--- config.mk ---
export PLATFORM = sky130hd
export DESIGN_NAME = seq_tiled_mult
export DESIGN_NICKNAME = d
export VERILOG_FILES = /design/src/rtl/seq_tiled_mult_pkg.sv /design/src/rtl/seq_tiled_mult_tile_mul.sv /design/src/rtl/seq_tiled_mult.sv
export SDC_FILE = /design/constraint.sdc
export NUM_CORES = 1
export LEC_CHECK = 0
export ABC_AREA = 1
export CORE_ASPECT_RATIO = 2
export CORE_MARGIN = 1
export CORE_UTILIZATION = 54
export CTS_CLUSTER_SIZE = 25
export DETAILED_ROUTE_END_ITERATION = 8
export GPL_TIMING_DRIVEN = 0
export PLACE_DENSITY = 0.87
export SYNTH_ARGS = -nofsm -noshare
export SYNTH_HDL_FRONTEND = slang
export SYNTH_SLANG_ARGS = --single-unit
--- constraint.sdc ---
create_clock -name clk -period 2.8 [get_ports clk]
set_input_delay 0.56 -clock clk [delete_from_list [all_inputs] [get_ports clk]]
set_output_delay 0.56 -clock clk [all_outputs]
set_load 0.02 [all_outputs]
--- src/rtl/seq_tiled_mult_pkg.sv ---
// Shared types and derived-constant helpers for the sequential tiled multiplier.
// NT/K are functions because they depend on the instance's WIDTH and TILE.
package seq_tiled_mult_pkg;

  localparam int DEF_WIDTH = 4;
  localparam int DEF_TILE  = 2;

  typedef enum logic [1:0] {
    IDLE,
    RUN,
    DONE
  } state_t;

  // Number of tiles per operand.
  function automatic int calc_nt(input int width, input int tile);
    return width / tile;
  endfunction

  // Number of tile products needed for one full product.
  function automatic int calc_k(input int width, input int tile);
    return calc_nt(width, tile) * calc_nt(width, tile);
  endfunction

  // Bits needed to count 0..n-1, never less than one.
  function automatic int log2(input int n);
    int r;
    r = 1;
    while ((1 << r) < n) r = r + 1;
    return r;
  endfunction

endpackage

--- src/rtl/seq_tiled_mult_tile_mul.sv ---
// Combinational exact TILE x TILE unsigned multiplier; the single place to drop in
// an alternative or approximate tile multiplier.
module tile_mul
  import seq_tiled_mult_pkg::*;
#(
  parameter int TILE = DEF_TILE
) (
  input  logic [TILE-1:0]   A,
  input  logic [TILE-1:0]   B,
  output logic [2*TILE-1:0] P
);

  assign P = {{TILE{1'b0}}, A} * {{TILE{1'b0}}, B};

endmodule

--- src/rtl/seq_tiled_mult.sv ---
// Iterative unsigned multiplier: one TILE x TILE partial product per clock on a shared
// tile multiplier, accumulated into a 2*WIDTH result, with valid/ready on both sides.
module seq_tiled_mult
  import seq_tiled_mult_pkg::*;
#(
  parameter int WIDTH = DEF_WIDTH,
  parameter int TILE  = DEF_TILE
) (
  input  logic               clk,
  input  logic               rst_n,
  input  logic               in_valid,
  output logic               in_ready,
  input  logic [WIDTH-1:0]   A,
  input  logic [WIDTH-1:0]   B,
  output logic               out_valid,
  input  logic               out_ready,
  output logic [2*WIDTH-1:0] P
);

  localparam int NT    = calc_nt(WIDTH, TILE);
  localparam int K     = calc_k(WIDTH, TILE);
  localparam int IDX_W = log2(K);
  localparam logic [IDX_W-1:0] LAST_IDX = IDX_W'(K - 1);

  state_t             state;
  logic [WIDTH-1:0]   a_reg;
  logic [WIDTH-1:0]   b_reg;
  logic [2*WIDTH-1:0] acc;
  logic [2*WIDTH-1:0] p_reg;
  logic [IDX_W-1:0]   idx;
  logic               out_valid_reg;

  int                 ti;
  int                 tj;
  logic [TILE-1:0]    a_tile;
  logic [TILE-1:0]    b_tile;
  logic [2*TILE-1:0]  tile_p;
  logic [2*WIDTH-1:0] tile_ext;
  logic [2*WIDTH-1:0] acc_next;

  // In DONE a new pair can be taken on the same edge the result leaves.
  assign in_ready  = (state == IDLE) || ((state == DONE) && out_ready);
  assign out_valid = out_valid_reg;
  assign P         = p_reg;

  always_comb begin
    ti       = int'(idx) / NT;
    tj       = int'(idx) % NT;
    a_tile   = TILE'(a_reg >> (ti * TILE));
    b_tile   = TILE'(b_reg >> (tj * TILE));
    tile_ext = '0;
    tile_ext[2*TILE-1:0] = tile_p;
    acc_next = acc + (tile_ext << (TILE * (ti + tj)));
  end

  tile_mul #(
    .TILE(TILE)
  ) u_tile_mul (
    .A(a_tile),
    .B(b_tile),
    .P(tile_p)
  );

  always_ff @(posedge clk) begin
    if (!rst_n) begin
      state         <= IDLE;
      a_reg         <= '0;
      b_reg         <= '0;
      acc           <= '0;
      p_reg         <= '0;
      idx           <= '0;
      out_valid_reg <= 1'b0;
    end else begin
      case (state)
        IDLE: begin
          if (in_valid) begin
            a_reg <= A;
            b_reg <= B;
            acc   <= '0;
            idx   <= '0;
            state <= RUN;
          end
        end
        RUN: begin
          acc <= acc_next;
          idx <= idx + 1'b1;
          if (idx == LAST_IDX) begin
            p_reg         <= acc_next;
            out_valid_reg <= 1'b1;
            idx           <= '0;
            state         <= DONE;
          end
        end
        DONE: begin
          if (out_ready) begin
            out_valid_reg <= 1'b0;
            if (in_valid) begin
              a_reg <= A;
              b_reg <= B;
              acc   <= '0;
              idx   <= '0;
              state <= RUN;
            end else begin
              state <= IDLE;
            end
          end
        end
        default: state <= IDLE;
      endcase
    end
  end

endmodule

Word level (Yosys, flattened, before mapping):

Index checks and enable logic that the tools add are counted.

* mux-type cells: 21
* reductions and logical operators: 11
* shifts and indexed selects: 3
* add/sub/neg operators: 3
* multipliers: 1
* equality and inequality tests: 6

Operator list (number)
* $pmux W8 S3: 1
* $mux W4: 4
* $mux W8: 2
* $pmux W4 S2: 2
* $mux W2: 6
* $pmux W2 S3: 2
* $add A8 B8 Y8: 1
* $shl A4 B3 Y8: 1
* $shr A4 B2 Y2: 2
* $ne A2 B2 Y1 const B: 3
* $reduce_and A2 Y1: 3
* $reduce_and A3 Y1: 2
* $eq A2 B2 Y1 const B: 2
* $mul A2 B2 Y4: 1
* $reduce_bool A2 Y1: 2
* $mux W1: 3
* $reduce_bool A3 Y1: 1
* $add A1 B1 Y2: 1
* $add A2 B1 Y2 const B: 1
* $eq A2 B1 Y1 const B: 1
* $logic_not A2 Y1: 1
* $pmux W1 S2: 1
* $logic_and A1 B1 Y1: 1
* $logic_or A1 B1 Y1: 1

* bits in registers: 29
* bits of input ports: 12
* word-level logic and storage cells: 52
* output and inout bits: 10

Logic depth before layout (Yosys ltp):

Gate-level depths: netlist (run 1).

* depth in word-level cells: 5
* mapped depth: 21
* mapped depth without buffers: 21

By module:

A second synthesis (run 1) with hierarchy kept.

* cell total of the unflattened synthesis: 247
* area, all modules: 1682.9 um^2

By module, submodules not included
* seq_tiled_mult: seq. area each 580.6 um^2, instances 1, area each 1627.8 um^2, cells each 237
* tile_mul: seq. area each 0.0 um^2, instances 1, area each 55.1 um^2, cells each 10

Least setup slack after synthesis (run 1):

Ideal clock, no wire load.

* kind: reg-to-reg
* from: register idx[1]
* to: register p_reg[7], in the netlist P[7]
* buffers on the path: 0
* stages on the path, launching flop included: 17
* library setup time: 0.109 ns
* required time: 2.691 ns
* arrival time: 2.332 ns
* setup slack: 0.359 ns
* period minus slack after synthesis: 2.441 ns
* path through: dfxtp_1 -> o21ai_0 -> nor2_1 -> ha_1 -> ha_1 -> o21ai_0 -> nor2_1 -> ha_1 -> or2_1 -> nand2_1 -> nor2_1 -> nor2_1 -> nand2_1 -> nand2_1 -> nand2_1 -> nand2_1 -> inv_1

* longest elaborated chain between the ends: 4
* elaborated cells on any way between the ends: 7
* those cells by class: add/sub (2); mul (1); eq/ne (1); shift (2); reduce/logical (1)

Ends and longest elaborated chain
* start, declared: RTL line seq_tiled_mult.sv:30 `logic [IDX_W-1:0] idx;`
* start signal, assigned: RTL line seq_tiled_mult.sv:86 `idx <= idx + 1'b1;`
* $shr A4 B2 Y2: RTL line seq_tiled_mult.sv:49 `a_tile = TILE'(a_reg >> (ti * TILE));`
* $mul A2 B2 Y4: RTL line seq_tiled_mult_tile_mul.sv:13 `assign P = {{TILE{1'b0}}, A} * {{TILE{1'b0}}, B};`
* $shl A4 B3 Y8: RTL line seq_tiled_mult.sv:53 `acc_next = acc + (tile_ext << (TILE * (ti + tj)));`
* $add A8 B8 Y8: RTL line seq_tiled_mult.sv:53
* end signal, assigned: RTL line seq_tiled_mult.sv:88 `p_reg <= acc_next;`
* end, declared: RTL line seq_tiled_mult.sv:29 `logic [2*WIDTH-1:0] p_reg;`

Parallel ways exist; a longest one is shown, timed or not.
A chain may end at the register's enable or synchronous reset.

Final worst setup path (run 1):

* from: register idx[0]
* to: register p_reg[7], in the netlist P[7]

* longest elaborated chain between the ends: 4
* elaborated cells on any way between the ends: 7
* those cells by class: add/sub (2); mul (1); eq/ne (1); shift (2); reduce/logical (1)

Ends and longest elaborated chain
* $shr A4 B2 Y2: RTL line seq_tiled_mult.sv:50 `b_tile = TILE'(b_reg >> (tj * TILE));`
* $mul A2 B2 Y4: RTL line seq_tiled_mult_tile_mul.sv:13
* $shl A4 B3 Y8: RTL line seq_tiled_mult.sv:53
* $add A8 B8 Y8: RTL line seq_tiled_mult.sv:53

Parallel ways exist; a longest one is shown, timed or not.

==> metrics.md, run 1 <==
| Metric | Value |
|---|---|
| Status | `completed` |
| Initial antenna violation count | `0` |
| Critical path peak fanout | `7` |
| WL per Instance | `13.1 um` |
| Number of diodes | `0` |
| Reg clk slew, reported paths | `0.06 ns` |
| Placed insts | `280` |
| Layout Skew | `0.00303 ns` |
| Register area | `583 um2` |
| DR WL met3 | `131 um` |
| CP Launch Type | `flop` |
| Highest Signal Layer | `met4` |
| Final setup vio count | `0` |
| Total I/O pin count | `22` |
| Leakage power | `0.901 nW` |
| GPL Wtd Cong | `0.855` |
| Total Routing Usage GR | `0.271` |
| H-tree depth | `2` |
| CP Data Required Time | `2.98 ns` |
| Inserted Clock Buffers | `5` |
| Clk sinks | `29` |
| Critical Path AT | `2.86 ns` |
| Clock Tree Buf Depth | `2` |
| PortBufs | `20` |
| Syn. warnings | `0` |
| Synth Register Bits | `29` |
| Largest cells by area after synthesis | `dfxtp_1, nand2_1, a21oi_1` |
| 1st-pass router iterations | `4` |
| RSZ-0062 raised after global routing | `no` |
| DRT iter0 DRCs | `26` |
| PwrDens | `506 nW/um2` |
| Initial Util | `0.579` |
| Tightest Pin Transition | `0.530 ns` |
| Yosys top cell by area | `dfxtp_1` |
| Worst-Skew Late Latency | `0.28 ns` |
| Vias | `1537` |
| Max frequency | `374 MHz` |
| Row cnt | `27` |
| Max Cap Viol | `0` |
| First-pass GRT wire length | `5970 um` |
| Syn Area/Cell | `7.03 um2` |
| Vias per cell | `5.34` |
| Fin area | `1990 um2` |
| Detailed Place HPWL | `2840 um` |
| Part of the cycle the worst path needs | `0.954` |
| Final cell utilization of the core | `0.709` |
| Nets | `281` |
| Largest net degree at the start of global routing | `11` |
| Hold crit path type | `reg2reg` |
| Worst vdd rail ir drop | `0.588 mV` |
| # DRC | `0` |
| Min Tclk post-route | `2.67 ns` |
| Antenna-violating nets left | `0` |
| Synth Instances | `231` |
| Vias in the first global route | `1438` |
| Power Total | `1.00 mW` |
| Slew Viols, Final | `0` |
| Post-CTS Setup Inserts | `0` |
| Max_slew headroom | `0.647` |
| Filler instances | `218` |
| Count of cell types in the netlist | `28` |
| Worst Path Class, Setup | `reg2reg` |
| CTS tree | `done` |
| Buffer type at the clock tree root | `clkbuf_8` |
| Post-synth top area share | `0.357` |
| Area delta synth->final | `22.3%` |
| Hold buffers post-CTS | `0` |
| R2r setup slk | `0.13 ns` |
| Die W | `40.8 um` |
| Die Y | `79.6 um` |
| Die area | `3240 um2` |
| Std-Cell Core Area | `2800 um2` |
| Synth Cell Area | `1620 um2` |
| Final hold vios | `0` |
| Setup crit end kind | `flop` |
| Area occupied by multi-input gates | `901 um2` |
| Final global-route overflow total | `0` |
| M1 WL | `1340 um` |
| Routed WL | `3780 um` |
| Sequential area share after synthesis | `0.357` |
| Met2 routed WL | `2150 um` |
| Mapped Nets | `254` |
| Post-Layout Cell Count | `288` |
| Share of cells above drive strength 1 | `0.100` |
| Placed cell area | `1860 um2` |
-- Yosys cell counts (all sizes together) --
library cell and instances:
xor2 1, o21bai 2, a21o 2, xnor2 2, clkbuf 3, nor3 1, buf 5, a22oi 3
inv 27, nand2 66, a21oi 27, ha 10, o21ai 16, nor2 21, nand3 8, or2 2
o21a 1, fa 1, nand3b 4, dfxtp 29
-- worst max-delay path, cell delays in order, from the launching register on --
cell	delay, ns
dfxtp_2	0.36
o21ai_0	0.24
nor2_1	0.07
ha_1	0.20
ha_1	0.30
o21ai_2	0.15
nor2_1	0.06
ha_1	0.32
or2_1	0.28
nand2_1	0.13
nor2_1	0.06
nor2_1	0.08
nand2_1	0.07
nand2_1	0.10
nand2_1	0.06
nand2_1	0.05
inv_1	0.03
-- per-stage QoR --
| stage | hold WS [ns] | TNS [ns] | worst slack [ns] |
|---|---|---|---|
| after floorplan | 0.429 | 0 | 0.359 |
| after global placement | 0.442 | 0 | 0.00218 |
| after detailed placement | 0.447 | -0.00607 | -0.00607 |
| after CTS | 0.456 | 0 | 0.00694 |
| after global routing | 0.492 | 0 | 0.0356 |
| final | 0.451 | 0 | 0.127 |
-- what timing repair did --
item | CTS | global route
endpoints found under the hold margin | 0 | 0
endpoints found under the setup margin | 1 | 9
gates resized for setup | 2 | 5
-- path summary, 6_finish.rpt --
kind	to	depth (start not counted)	start
max reg2reg	P[7]	16	idx[0]
min	a_reg[2]	2	a_reg[2]
min reg2reg	a_reg[2]	2	a_reg[2]
max	P[7]	16	idx[0]
-- logic make-up (layout without fill, tap and decap cells) --
family,Yosys count,after routing,share of synthesized area
buffers and inverters,35,63,0.0924
AO/OA/AOI/OAI,51,51,0.172
flip-flops,29,29,0.357
XOR/XNOR,3,3,0.0162
AND/OR/NAND/NOR,102,102,0.273
adder cells (fa/ha/maj),11,11,0.0894
-- layout make-up --
cell class | instances | area share
multi-input combinational | 167 | 0.453
sequential | 29 | 0.293
timing repair buffer | 20 | 0.101
inverter | 27 | 0.0510
clock buffer | 7 | 0.0435
buffer | 8 | 0.0246
tap | 29 | 0.0183
clock inverter | 1 | 0.0151
-- routing by layer --
metal,vias to the layer above,GRT usage
li1,798,-
met1,688,0.246
met2,36,0.480
met3,15,0.0641
met4,0,0.163
met5,-,0
-- layout by cell type (no fill, tap or decap), types with 3 or more instances in the layout --
cell type	n
clkbuf_8	6
dfxtp_1	27
nand3_1	8
clkbuf_1	4
ha_1	10
clkdlybuf4s50_1	20
nand3b_1	4
nand2_1	65
inv_1	22
inv_2	5
a22oi_1	3
buf_2	3
nor2_1	18
o21ai_1	3
o21ai_0	11
a21oi_1	26
-- power by group --
group          internal [mW]  total [mW]  leakage [nW]  switching, mW
Combinational         0.0486       0.122         0.606         0.0735
Clock                  0.290       0.448        0.0585          0.159
Sequential             0.426       0.434         0.237        0.00841
Total                  0.764        1.00         0.901          0.240
Note: power is estimated with default switching activity, not from simulation.
==> inputs of run 2 (changes only) <==
- ABC_CLOCK_PERIOD_IN_PS: not set -> 2800
==> results of run 2 <==
No change in the layout: final DEF, timing and power equal those of run 1.
